File: src/rtl/stage_sequencer_if.sv
// Handshake bundle between the instruction-phase sequencer and the core:
// run/step/flush control, per-stage acks in, stage enables and status out.
interface stage_sequencer_if #(
    parameter int NUM_STAGES = 4,
    parameter int CNT_W      = 32
);
    logic                  run;
    logic                  step;
    logic                  flush;
    logic [NUM_STAGES-1:0] ack_mask;
    logic [NUM_STAGES-1:0] stage_ack;
    logic [NUM_STAGES-1:0] stage_en;
    logic [NUM_STAGES-1:0] stage_start;
    logic                  inst_done;
    logic [CNT_W-1:0]      retired;
    logic                  busy;

    modport master (
        output run, step, flush, ack_mask, stage_ack,
        input  stage_en, stage_start, inst_done, retired, busy
    );

    modport slave (
        input  run, step, flush, ack_mask, stage_ack,
        output stage_en, stage_start, inst_done, retired, busy
    );
endinterface

File: src/rtl/stage_sequencer.sv
// One-hot instruction-phase sequencer: steps NUM_STAGES phases on a single
// clock, with per-stage ack handshakes, run/step, flush and a retire counter.
//
// state  | meaning
// IDLE   | no instruction in flight, waiting for run or step
// ACTIVE | stage idx enabled, waiting for it to complete
module stage_sequencer #(
    parameter int NUM_STAGES = 4,
    parameter int CNT_W      = 32
) (
    input  logic          clk,
    input  logic          reset,
    stage_sequencer_if.slave bus
);
    localparam int IDX_W = (NUM_STAGES > 1) ? $clog2(NUM_STAGES) : 1;
    localparam logic [IDX_W-1:0] LAST_IDX = IDX_W'(NUM_STAGES - 1);

    typedef enum logic {IDLE, ACTIVE} state_t;

    state_t           state;
    logic [IDX_W-1:0] idx;
    logic             stage_done;

    function automatic logic [NUM_STAGES-1:0] onehot(input logic [IDX_W-1:0] i);
        return NUM_STAGES'(1) << i;
    endfunction

    // Unmasked stages complete in one cycle; acks are only looked at for the
    // stage currently enabled, so stray acks are never remembered.
    assign stage_done = ~bus.ack_mask[idx] | bus.stage_ack[idx];

    always_ff @(posedge clk or posedge reset) begin
        if (reset) begin
            state           <= IDLE;
            idx             <= '0;
            bus.stage_en    <= '0;
            bus.stage_start <= '0;
            bus.inst_done   <= 1'b0;
            bus.retired     <= '0;
            bus.busy        <= 1'b0;
        end else begin
            bus.stage_start <= '0;
            bus.inst_done   <= 1'b0;
            case (state)
                IDLE: begin
                    if (bus.run || bus.step) begin
                        state           <= ACTIVE;
                        idx             <= '0;
                        bus.stage_en    <= onehot(IDX_W'(0));
                        bus.stage_start <= onehot(IDX_W'(0));
                        bus.busy        <= 1'b1;
                    end
                end
                ACTIVE: begin
                    // Flush shares the end-of-instruction path but never retires.
                    if (bus.flush || (stage_done && idx == LAST_IDX)) begin
                        if (!bus.flush) begin
                            bus.inst_done <= 1'b1;
                            bus.retired   <= bus.retired + CNT_W'(1);
                        end
                        if (bus.run) begin
                            idx             <= '0;
                            bus.stage_en    <= onehot(IDX_W'(0));
                            bus.stage_start <= onehot(IDX_W'(0));
                        end else begin
                            state        <= IDLE;
                            idx          <= '0;
                            bus.stage_en <= '0;
                            bus.busy     <= 1'b0;
                        end
                    end else if (stage_done) begin
                        idx             <= idx + IDX_W'(1);
                        bus.stage_en    <= onehot(idx + IDX_W'(1));
                        bus.stage_start <= onehot(idx + IDX_W'(1));
                    end
                end
                default: state <= IDLE;
            endcase
        end
    end
endmodule
File: src/flat_wrapper.sv
// flat-port wrapper written by rule: the top's interface ports become plain ports
module stage_sequencer_flat 
#(
    parameter int NUM_STAGES = 4,
    parameter int CNT_W      = 32
)
  (clk, reset, bus_run, bus_step, bus_flush, bus_ack_mask, bus_stage_ack, bus_stage_en, bus_stage_start, bus_inst_done, bus_retired, bus_busy);
  stage_sequencer_if #(.NUM_STAGES(NUM_STAGES), .CNT_W(CNT_W)) bus_i ();
  input  logic clk;
  input  logic reset;
  input wire logic [$bits(bus_i.run)-1:0] bus_run;
  input wire logic [$bits(bus_i.step)-1:0] bus_step;
  input wire logic [$bits(bus_i.flush)-1:0] bus_flush;
  input wire logic [$bits(bus_i.ack_mask)-1:0] bus_ack_mask;
  input wire logic [$bits(bus_i.stage_ack)-1:0] bus_stage_ack;
  output wire logic [$bits(bus_i.stage_en)-1:0] bus_stage_en;
  output wire logic [$bits(bus_i.stage_start)-1:0] bus_stage_start;
  output wire logic [$bits(bus_i.inst_done)-1:0] bus_inst_done;
  output wire logic [$bits(bus_i.retired)-1:0] bus_retired;
  output wire logic [$bits(bus_i.busy)-1:0] bus_busy;
  assign bus_i.run = bus_run;
  assign bus_i.step = bus_step;
  assign bus_i.flush = bus_flush;
  assign bus_i.ack_mask = bus_ack_mask;
  assign bus_i.stage_ack = bus_stage_ack;
  assign bus_stage_en = bus_i.stage_en;
  assign bus_stage_start = bus_i.stage_start;
  assign bus_inst_done = bus_i.inst_done;
  assign bus_retired = bus_i.retired;
  assign bus_busy = bus_i.busy;
  stage_sequencer #(.NUM_STAGES(NUM_STAGES), .CNT_W(CNT_W)) u_core (.clk(clk), .reset(reset), .bus(bus_i));
endmodule
File: config.mk
export PLATFORM = sky130hd
export DESIGN_NAME = stage_sequencer_flat
export DESIGN_NICKNAME = d
export VERILOG_FILES = /design/src/rtl/stage_sequencer_if.sv /design/src/rtl/stage_sequencer.sv /design/src/flat_wrapper.sv
export SDC_FILE = /design/constraint.sdc
export NUM_CORES = 1
export LEC_CHECK = 0
export CAP_MARGIN = 30
export CORE_UTILIZATION = 44
export DETAILED_ROUTE_END_ITERATION = 8
export PLACE_DENSITY = 0.76
export SYNTH_ARGS = -nofsm -noshare
export SYNTH_HDL_FRONTEND = slang
export SYNTH_SLANG_ARGS = --single-unit
File: constraint.sdc
create_clock -name clk -period 1.8 [get_ports clk]
set_input_delay 0.36 -clock clk [delete_from_list [all_inputs] [get_ports clk]]
set_output_delay 0.36 -clock clk [all_outputs]
set_load 0.005 [all_outputs]
## Word-level counts from Yosys, hierarchy flattened

Index checks and enable logic that the tools add are counted.
Widths: inputs -> output; s select.

| cells by class | value |
|---|---|
| reduce and logical (&&, ||, !) cells | 6 |
| bitwise logic cells | 4 |
| order comparisons | 1 |
| shift-type cells | 1 |
| $add $sub $neg | 2 |
| muxes and demuxes | 28 |
| equal/unequal tests | 5 |

Operator list:

| operator | count |
|---|---|
| $add 32x1->32 const B | 1 |
| $mux 4 | 5 |
| $pmux 4 s2 | 2 |
| $mux 1 | 13 |
| $mux 2 | 3 |
| $reduce_and 3->1 | 2 |
| $bmux 1 s2 | 2 |
| $ne 2x2->1 const B | 2 |
| $pmux 1 s2 | 2 |
| $pmux 2 s2 | 1 |
| $shl 1x2->4 const A | 1 |
| $lt 2x3->1 const B | 1 |
| $ne 3x3->1 const B | 1 |
| $not 1->1 | 3 |
| $add 2x1->2 const B | 1 |
| $eq 2x2->1 const B | 1 |
| $logic_or 1x1->1 | 2 |
| $ne 2x1->1 const B | 1 |
| $reduce_and 2->1 | 1 |
| $logic_and 1x1->1 | 1 |
| $or 1x1->1 | 1 |

| word-level totals | value |
|---|---|
| register bits | 45 |
| output and inout bits | 42 |
| logic and storage cells | 54 |
| bits of input ports | 13 |

## Logic depth before layout (Yosys ltp)

Gate-level depths: netlist (run 1).

| logic depth | value |
|---|---|
| word-level depth | 8 |
| mapped depth | 8 |
| gate-level depth less buffers | 6 |

## Worst setup path before layout (run 1)

OpenSTA, ideal clock, no wires.

| timing | value |
|---|---|
| path kind | register to register |
| start | register u_core.idx[0] |
| end | register u_core.bus.retired[22] |
| clock period less this slack | 1.896 ns |
| library setup time | 0.123 ns |
| path slack | -0.096 ns |
| required time | 1.677 ns |
| data arrival time | 1.773 ns |
| buffers on the path | 2 |
| cell stages (with the launch flop) | 9 |
| cell sequence | dfrtp_1 > ha_1 > clkbuf_1 > nand3b_1 > nor2_1 > and4_1 > buf_2 > nand4_1 > xnor2_1 |

| between the ends | value |
|---|---|
| cells in the longest elaborated chain, start to end | 7 |
| elaborated cells on any way between the ends | 10 |
| those cells by class | eq/ne: 1; mux: 4; bitwise: 2; reduce/logical: 3 |

Ends and longest elaborated chain:

| item | RTL line | text |
|---|---|---|
| start, declared | stage_sequencer.sv:21 | `logic [IDX_W-1:0] idx;` |
| start signal, assigned | stage_sequencer.sv:72 | `idx <= idx + IDX_W'(1);` |
| $bmux 1 s2 | stage_sequencer.sv:30 | `assign stage_done = ~bus.ack_mask[idx] \| bus.stage_ack[idx];` |
| $mux 1 (not written as such) | stage_sequencer.sv:30 |  |
| $not 1->1 | stage_sequencer.sv:30 |  |
| $or 1x1->1 | stage_sequencer.sv:30 |  |
| $logic_and 1x1->1 (*) | stage_sequencer.sv:56 | `if (bus.flush \|\| (stage_done && idx == LAST_IDX)) begin` |
| $logic_or 1x1->1 (*) | stage_sequencer.sv:56 |  |
| $reduce_and 3->1 (no line) (*) | -- |  |
| end signal, assigned | stage_sequencer.sv:59 | `bus.retired <= bus.retired + CNT_W'(1);` |
| end, declared | stage_sequencer_if.sv:25 | `output stage_en, stage_start, inst_done, retired, busy` |

Mark *: on every way between the ends. The rest lies on a longest branch, timed or not. The select of a mux whose other input is x is not followed.
A chain may end at the register's enable or synchronous reset.

## Worst setup path in the final report (run 1)

| timing | value |
|---|---|
| start | register u_core.idx[0] |
| end | register u_core.idx[1] |

| between the ends | value |
|---|---|
| cells in the longest elaborated chain, start to end | 8 |
| elaborated cells on any way between the ends | 15 |
| those cells by class | add/sub: 1; eq/ne: 2; mux: 7; bitwise: 2; reduce/logical: 3 |

Ends and longest elaborated chain:

| item | RTL line |
|---|---|
| $bmux 1 s2 | stage_sequencer.sv:30 |
| $mux 1 (not written as such) | stage_sequencer.sv:30 |
| $not 1->1 | stage_sequencer.sv:30 |
| $or 1x1->1 | stage_sequencer.sv:30 |
| $logic_and 1x1->1 | stage_sequencer.sv:56 |
| $logic_or 1x1->1 | stage_sequencer.sv:56 |
| $mux 2 / $ne 3x3->1 (equally long branches) | -- |
| $pmux 2 s2 / $reduce_and 2->1 (equally long branches) | -- |

Several ways; a longest one is shown, not always the timed one. The select of a mux whose other input is x is not followed.

==> metrics.md, run 1 <==
| Metric | Value |
|---|---|
| Synth Flop Type | `dfrtp_1` |
| Initial DRC count | `50` |
| CTS sink count | `45` |
| Vias | `1766` |
| CP Class | `register to register` |
| Crit. End Element | `register` |
| Leak | `1.514 nW` |
| Worst VDD drop | `0.0004308 V` |
| Reg clk slew, reported paths | `80 ps` |
| EDFF count, synth | `0` |
| Synth top area cells | `dfrtp_1 (52%), xnor2_1 (6.9%), xor2_1 (5.7%)` |
| P per Cell Area | `714.5 nW/um^2` |
| Critical path launch point type | `register` |
| Cell row count | `25` |
| Outcome | `finished, violations left` |
| Core Box Area | `4692 um^2` |
| Syn nets | `219` |
| Half-perimeter wire length after placement | `3400 um` |
| Fmax | `0.5346 GHz` |
| Mapped Area | `2146 um^2` |
| CTS buffer count | `5` |
| Total gr overflow | `0` |
| Synth top cells by count | `dfrtp_1 (45), xnor2_1 (17), nand2_1 (16), nor2_1 (16), nand3_1 (15)` |
| Final Cell Area | `3261 um^2` |
| Num ports | `55` |
| R2R Path Start | `u_core.idx[0]` |
| Max-cap violations | `0` |
| Final hold vios | `0` |
| Worst Hold Class | `input port to asynchronous set/reset pin` |
| Post-synthesis sequential area ratio | `0.5248` |
| Die area | `5160 um^2` |
| Wire per inst | `14.33 um` |
| PnR worst setup slack | `-70.55 ps` |
| Overall global routing resource usage | `0.1975` |
| CP max FO | `8` |
| Post-Place Worst Slack | `-507.3 ps` |
| Fraction of registers with async set or reset after synthesis | `1.000` |
| GPL Wtd Cong | `0.8146` |
| Filler cell count | `364` |
| Failing checks | `setup timing` |
| Worst Tran Pin Value | `520.0 ps` |
| Worst path bufs/invs | `0` |
| Initial antenna violation count | `0` |
| First-pass iteration count of the detailed router | `4` |
| Synth Instances | `200` |
| Diode count | `0` |
| Crit path cell chain | `nor4bb_4, or4_4, a22o_4, o31ai_2` |
| Required @ worst endpoint | `2000 ps` |
| Worst slew margin | `0.6524` |
| CTS tree | `built` |
| Die span in x | `71.84 um` |
| Port Buffers | `54` |
| Layout Skew | `7.753 ps` |
| Slew Limit Fails | `0` |
| Total wire length | `4830 um` |
| CTS HTree Levels | `2` |
| Slowest cell on crit path | `or4_4` |
| Critical Path Start | `u_core.idx[0]` |
| Yosys warns | `0` |
| Vias in the first global route | `1710` |
| Number of synthesized register bits | `45` |
| Share of cells above drive strength 1 | `0.2191` |
| Yosys top cell by area | `dfrtp_1` |
| Height of the chip | `71.84 um` |
| Syn_area_per_cell | `10.73 um^2` |
| RSZ-0062 raised after global routing | `true` |
| Post-route DRC | `0` |
| Count of final setup violators | `13` |
| Maximum clock insertion buffer count | `2` |
| Fin Hold WS | `404.4 ps` |
| Drt via density | `5.240` |
| Placed inst area | `2929 um^2` |
| Tcrit/Tclk final | `1.039` |
| Root Driver | `clkbuf_8` |
| Area delta synth->final | `51.95%` |
| Clk_lat worst skew | `300 ps` |
| Yosys top cell area share | `0.5248` |
| Distinct cells, synth | `37` |
| Delay-heaviest family, CP | `simple AND/OR/NAND/NOR gates` |
| First-pass GRT wire length | `7797 um` |
| Max stage delay on crit path | `570 ps` |
| Worst EP arrival | `2070 ps` |
| Initial core utilization | `0.4573` |
| Post-route minimum period | `1871 ps` |
| Largest net degree at the start of global routing | `46` |
| Nets@finish | `301` |
| Post-route ant nets | `0` |
| Most common cell in the netlist | `dfrtp_1` |
| Setup TNS | `-407.6 ps` |
-- worst reg2reg max path: cells and delay by family (launching register included) --
kind / cells / cell delay (ps)
AND/OR/NAND/NOR: 2 / 770
flip-flops: 1 / 470
AO/OA/AOI/OAI: 2 / 530
-- sequential cells by signal, summed over array words and instances (netlist names) --
name / flops
u_core.bus.inst_done: 1
u_core.bus.stage_start: 4
u_core.bus.retired: 32
u_core.bus.busy: 1
u_core.bus.stage_en: 4
u_core.state: 1
u_core.idx: 2
-- final cells by class --
class                   count  area (um^2)  share of cell area
inverters                  12        50.05             0.01535
clock buffers               7        86.33             0.02648
repair buffers             77        740.7              0.2272
clock inverters             1        30.03            0.009210
well taps                  54        67.56             0.02072
flip-flops and latches     45         1129              0.3461
multi-input cells         141         1157              0.3549
-- layer usage --
layer	up-vias	share of wire	routed length, um	global-route usage
met2	41	0.51	2468	0.3312
met5	-	0	0	0
met4	0	0.014	69	0.08279
met3	9	0.043	206	0.05204
met1	856	0.43	2085	0.2415
li1	860	-	-	-
-- per-stage QoR --
step,util,total power (W),std cells
2_1_floorplan,-,0.001291,200
3_3_place_gp,0.6243,0.001483,327
3_5_place_dp,0.6243,0.001496,327
4_1_cts,0.6693,0.002306,335
5_1_grt,0.6949,0.002420,337
6_report,0.6949,0.002330,337
-- power breakdown --
part	switching, W	internal (W)	total, W
Combinational	0.000180	0.000240	0.000420
Sequential	0.0000532	0.00106	0.00112
Clock	0.000339	0.000453	0.000792
Total	0.000572	0.00176	0.00233
-- logic make-up after synthesis --
family / Yosys count / synth area share
multiplexers: 1 / 0.005247
XOR/XNOR: 31 / 0.1265
AO/OA/AOI/OAI: 14 / 0.04724
flip-flops: 45 / 0.5248
adder cells (fa/ha/maj): 6 / 0.03498
AND/OR/NAND/NOR: 89 / 0.2362
buffers and inverters: 14 / 0.02507
-- layout by cell type (no fill, tap or decap), types with 2 or more instances in the layout --
cell | Yosys | layout
a21o_1 | 5 | 4
and2_1 | 4 | 3
nand2_1 | 16 | 16
nor4_4 | 1 | 2
xnor2_1 | 17 | 17
nand4_1 | 8 | 8
and3_1 | 3 | 3
inv_1 | 11 | 10
xor2_1 | 14 | 14
buf_4 | 0 | 18
buf_6 | 0 | 4
clkbuf_8 | 0 | 6
ha_1 | 6 | 6
nor2_1 | 16 | 10
dfrtp_2 | 0 | 2
a21oi_1 | 3 | 3
nor3_4 | 0 | 3
nor3_1 | 11 | 3
clkdlybuf4s50_1 | 0 | 54
dfrtp_1 | 45 | 43
nor4bb_4 | 0 | 2
nor3_2 | 0 | 5
nor2_4 | 0 | 4
nor2_2 | 0 | 2
and4_1 | 3 | 2
nand3_1 | 15 | 15
-- final timing paths --
kind	cells after the start	endpoint	slack, ps
worst max register to register	4	u_core.idx[1]	-70
worst max-delay path	4	u_core.idx[1]	-70
max in group asynchronous	3	u_core.bus.retired[3]	1180
min in group clk	1	u_core.bus.retired[31]	480
worst min register to register	1	u_core.bus.retired[31]	480
worst min-delay path	3	u_core.bus.retired[17]	400
-- timing repair --
action,in CTS,in global routing
setup endpoints to repair,31,34
buffers inserted,0,2
resized for setup,20,23
pin swaps,8,15
hold buffers,0,0
(Power assumes the default switching activity.)
==> run 2, diff against run 1 <==
--- a/config.mk
+++ b/config.mk
@@ -9,6 +9,7 @@
 export CORE_UTILIZATION = 44
 export DETAILED_ROUTE_END_ITERATION = 8
 export PLACE_DENSITY = 0.76
+export SETUP_SLACK_MARGIN = 0.15
 export SYNTH_ARGS = -nofsm -noshare
 export SYNTH_HDL_FRONTEND = slang
 export SYNTH_SLANG_ARGS = --single-unit
==> constraint.sdc (replaced) <==
create_clock -name clk -period 1.7 [get_ports clk]
set_input_delay 0.34 -clock clk [delete_from_list [all_inputs] [get_ports clk]]
set_output_delay 0.34 -clock clk [all_outputs]
set_load 0.005 [all_outputs]
==> metrics.md, run 2 (synthesis gave the netlist of run 1 again) <==
| Metric | Value |
|---|---|
| Filler cell count | `281` |
| Port Buffers | `54` |
| Crit. End Element | `register` |
| Largest net degree at the start of global routing | `46` |
| Top flop regs | `u_core.bus.retired (32), u_core.bus.stage_en (4), u_core.bus.stage_start (4)` |
| CP max FO | `6` |
| Outcome | `finished, violations left` |
| Worst slew margin | `0.7062` |
| Maximum clock insertion buffer count | `2` |
| CTS buffer count | `5` |
| Wire per inst | `16.63 um` |
| Vias | `1999` |
| Fmax | `0.5156 GHz` |
| Most frequent cells in the layout | `buf_4 (50), dfrtp_1 (42), clkdlybuf4s50_1 (34), dlygate4sd2_1 (17)` |
| Fin cells | `380` |
| Height of the chip | `71.84 um` |
| Max reg flops | `32` |
| Diode count | `0` |
| Worst VDD drop | `0.0004331 V` |
| Stages on worst setup path | `10` |
| Initial core utilization | `0.4573` |
| Drt via density | `5.261` |
| GPL Wtd Cong | `0.8112` |
| Total gr overflow | `0` |
| Crit path cell chain | `buf_6, buf_6, buf_6, ha_4, nand3b_1, nor2_4, nand4_2, buf_6, nor3_2, xor2_1` |
| Worst Tran Pin Value | `438.4 ps` |
| Post-route ant nets | `0` |
| RSZ-0062 raised after global routing | `true` |
| First-pass GRT wire length | `9273 um` |
| P per Cell Area | `694.6 nW/um^2` |
| Num ports | `55` |
| Max stage delay on crit path | `440 ps` |
| Inst Count DP | `337` |
| CP Class | `register to register` |
| CTS sink count | `45` |
| Area delta synth->final | `72.42%` |
| Largest reg by FF count | `u_core.bus.retired` |
| Slew Limit Fails | `0` |
| Total wire length | `6318 um` |
| Critical path launch point type | `register` |
| Leak | `1.944 nW` |
| Worst reg2reg path depth | `10` |
| Post-route minimum period | `1939 ps` |
| Failing checks | `setup timing` |
| Core Box Area | `4692 um^2` |
| Die area | `5160 um^2` |
| Cell row count | `25` |
| Post-CTS Hold Fix Bufs | `0` |
| Post-route DRC | `0` |
| Required @ worst endpoint | `1920 ps` |
| Worst EP arrival | `2160 ps` |
| Root Driver | `clkbuf_8` |
| Commonest non-fill, non-tap cell in the layout | `buf_4` |
| Slowest cell on crit path | `dfrtp_2` |
| Tcrit/Tclk final | `1.141` |
| Overall global routing resource usage | `0.2364` |
| Count of final setup violators | `38` |
| Initial DRC count | `141` |
| R2R Setup Slk | `-240 ps` |
| CP dominant cell by count | `buf_6` |
| PnR worst setup slack | `-239.3 ps` |
| RR Endpoint | `u_core.bus.retired[29]` |
| Delay-heaviest family, CP | `simple AND/OR/NAND/NOR gates` |
| Max-cap violations | `0` |
| R2R Path Start | `u_core.idx[1]` |
| Critical Path Start | `u_core.idx[1]` |
| Die span in x | `71.84 um` |
| Nets@finish | `344` |
| Clk_lat worst skew | `300 ps` |
| Setup TNS | `-4088 ps` |
| Share of cells above drive strength 1 | `0.3865` |
| CTS HTree Levels | `2` |
| First-pass iteration count of the detailed router | `4` |
| Reg clk slew, reported paths | `80 ps` |
| Layout Skew | `6.671 ps` |
| Worst Hold Class | `input port to asynchronous set/reset pin` |
| Worst path bufs/invs | `4` |
| Half-perimeter wire length after placement | `3457 um` |
| Initial antenna violation count | `0` |
| CP Capture Point | `u_core.bus.retired[29]` |
| Final hold vios | `0` |
| Vias in the first global route | `1930` |
| CTS tree | `built` |
## run 2: final cells by class
class                      instances  area (um^2)  share of cell area
multi-input combinational        141         1236              0.3341
clock inverter                     1        30.03            0.008116
tap                               54        67.56             0.01826
sequential                        45         1130              0.3054
inverter                          12        50.05             0.01353
timing repair buffer             120         1100              0.2973
clock buffer                       7        86.33             0.02333
## run 2: stage by stage
step | hold WS (ps) | cell area [um^2] | utilization | power (W) | setup slack (ps)
2_1_floorplan | 455.0 | 2251 | - | 0.001382 | -76.63
3_3_place_gp | 451.2 | 3088 | 0.6581 | 0.001598 | -548.7
3_5_place_dp | 458.6 | 3088 | 0.6581 | 0.001608 | -592.4
4_1_cts | 393.8 | 3552 | 0.7571 | 0.002546 | -193.9
5_1_grt | 399.0 | 3700 | 0.7885 | 0.002683 | -313.0
6_report | 386.8 | 3700 | 0.7885 | 0.002570 | -239.3
## run 2: per-layer routing
layer	track usage	vias to the layer above	wire, um
li1	-	938	-
met1	0.3060	990	2745
met2	0.3952	60	3195
met3	0.04782	11	208
met4	0.08279	0	169
met5	0	-	0
## run 2: tightest hold or removal path: stages
cell,delay [ps]
clkdlybuf4s50_1,400
clkinv_1,70
buf_12,250
## run 2: worst min-delay path by stage
stage / start / to / slack, ps / cells after the start
2_1_floorplan: bus_run / u_core.state / 450 / 2
5_1_grt: reset / u_core.bus.stage_en[2] / 400 / 3
3_3_place_gp: u_core.bus.retired[31] / u_core.bus.retired[31] / 450 / 1
4_1_cts: reset / u_core.bus.retired[8] / 390 / 3
3_5_place_dp: u_core.bus.retired[31] / u_core.bus.retired[31] / 460 / 1
6_report: reset / u_core.bus.stage_start[3] / 390 / 3
## run 2: timing repair
item,CTS,global route
endpoints found under the setup margin,73,51
gates resized for setup,56,18
buffers inserted,28,7
hold endpoints to repair,0,0
pin swaps,23,7
## run 2: power by group
part | switching [W] | leakage, nW | internal, W | total, W
clock | 0.000359 | 0.0585 | 0.000479 | 0.000838
combinational | 0.000233 | 1.28 | 0.000322 | 0.000555
sequential | 0.0000493 | 0.604 | 0.00113 | 0.00118
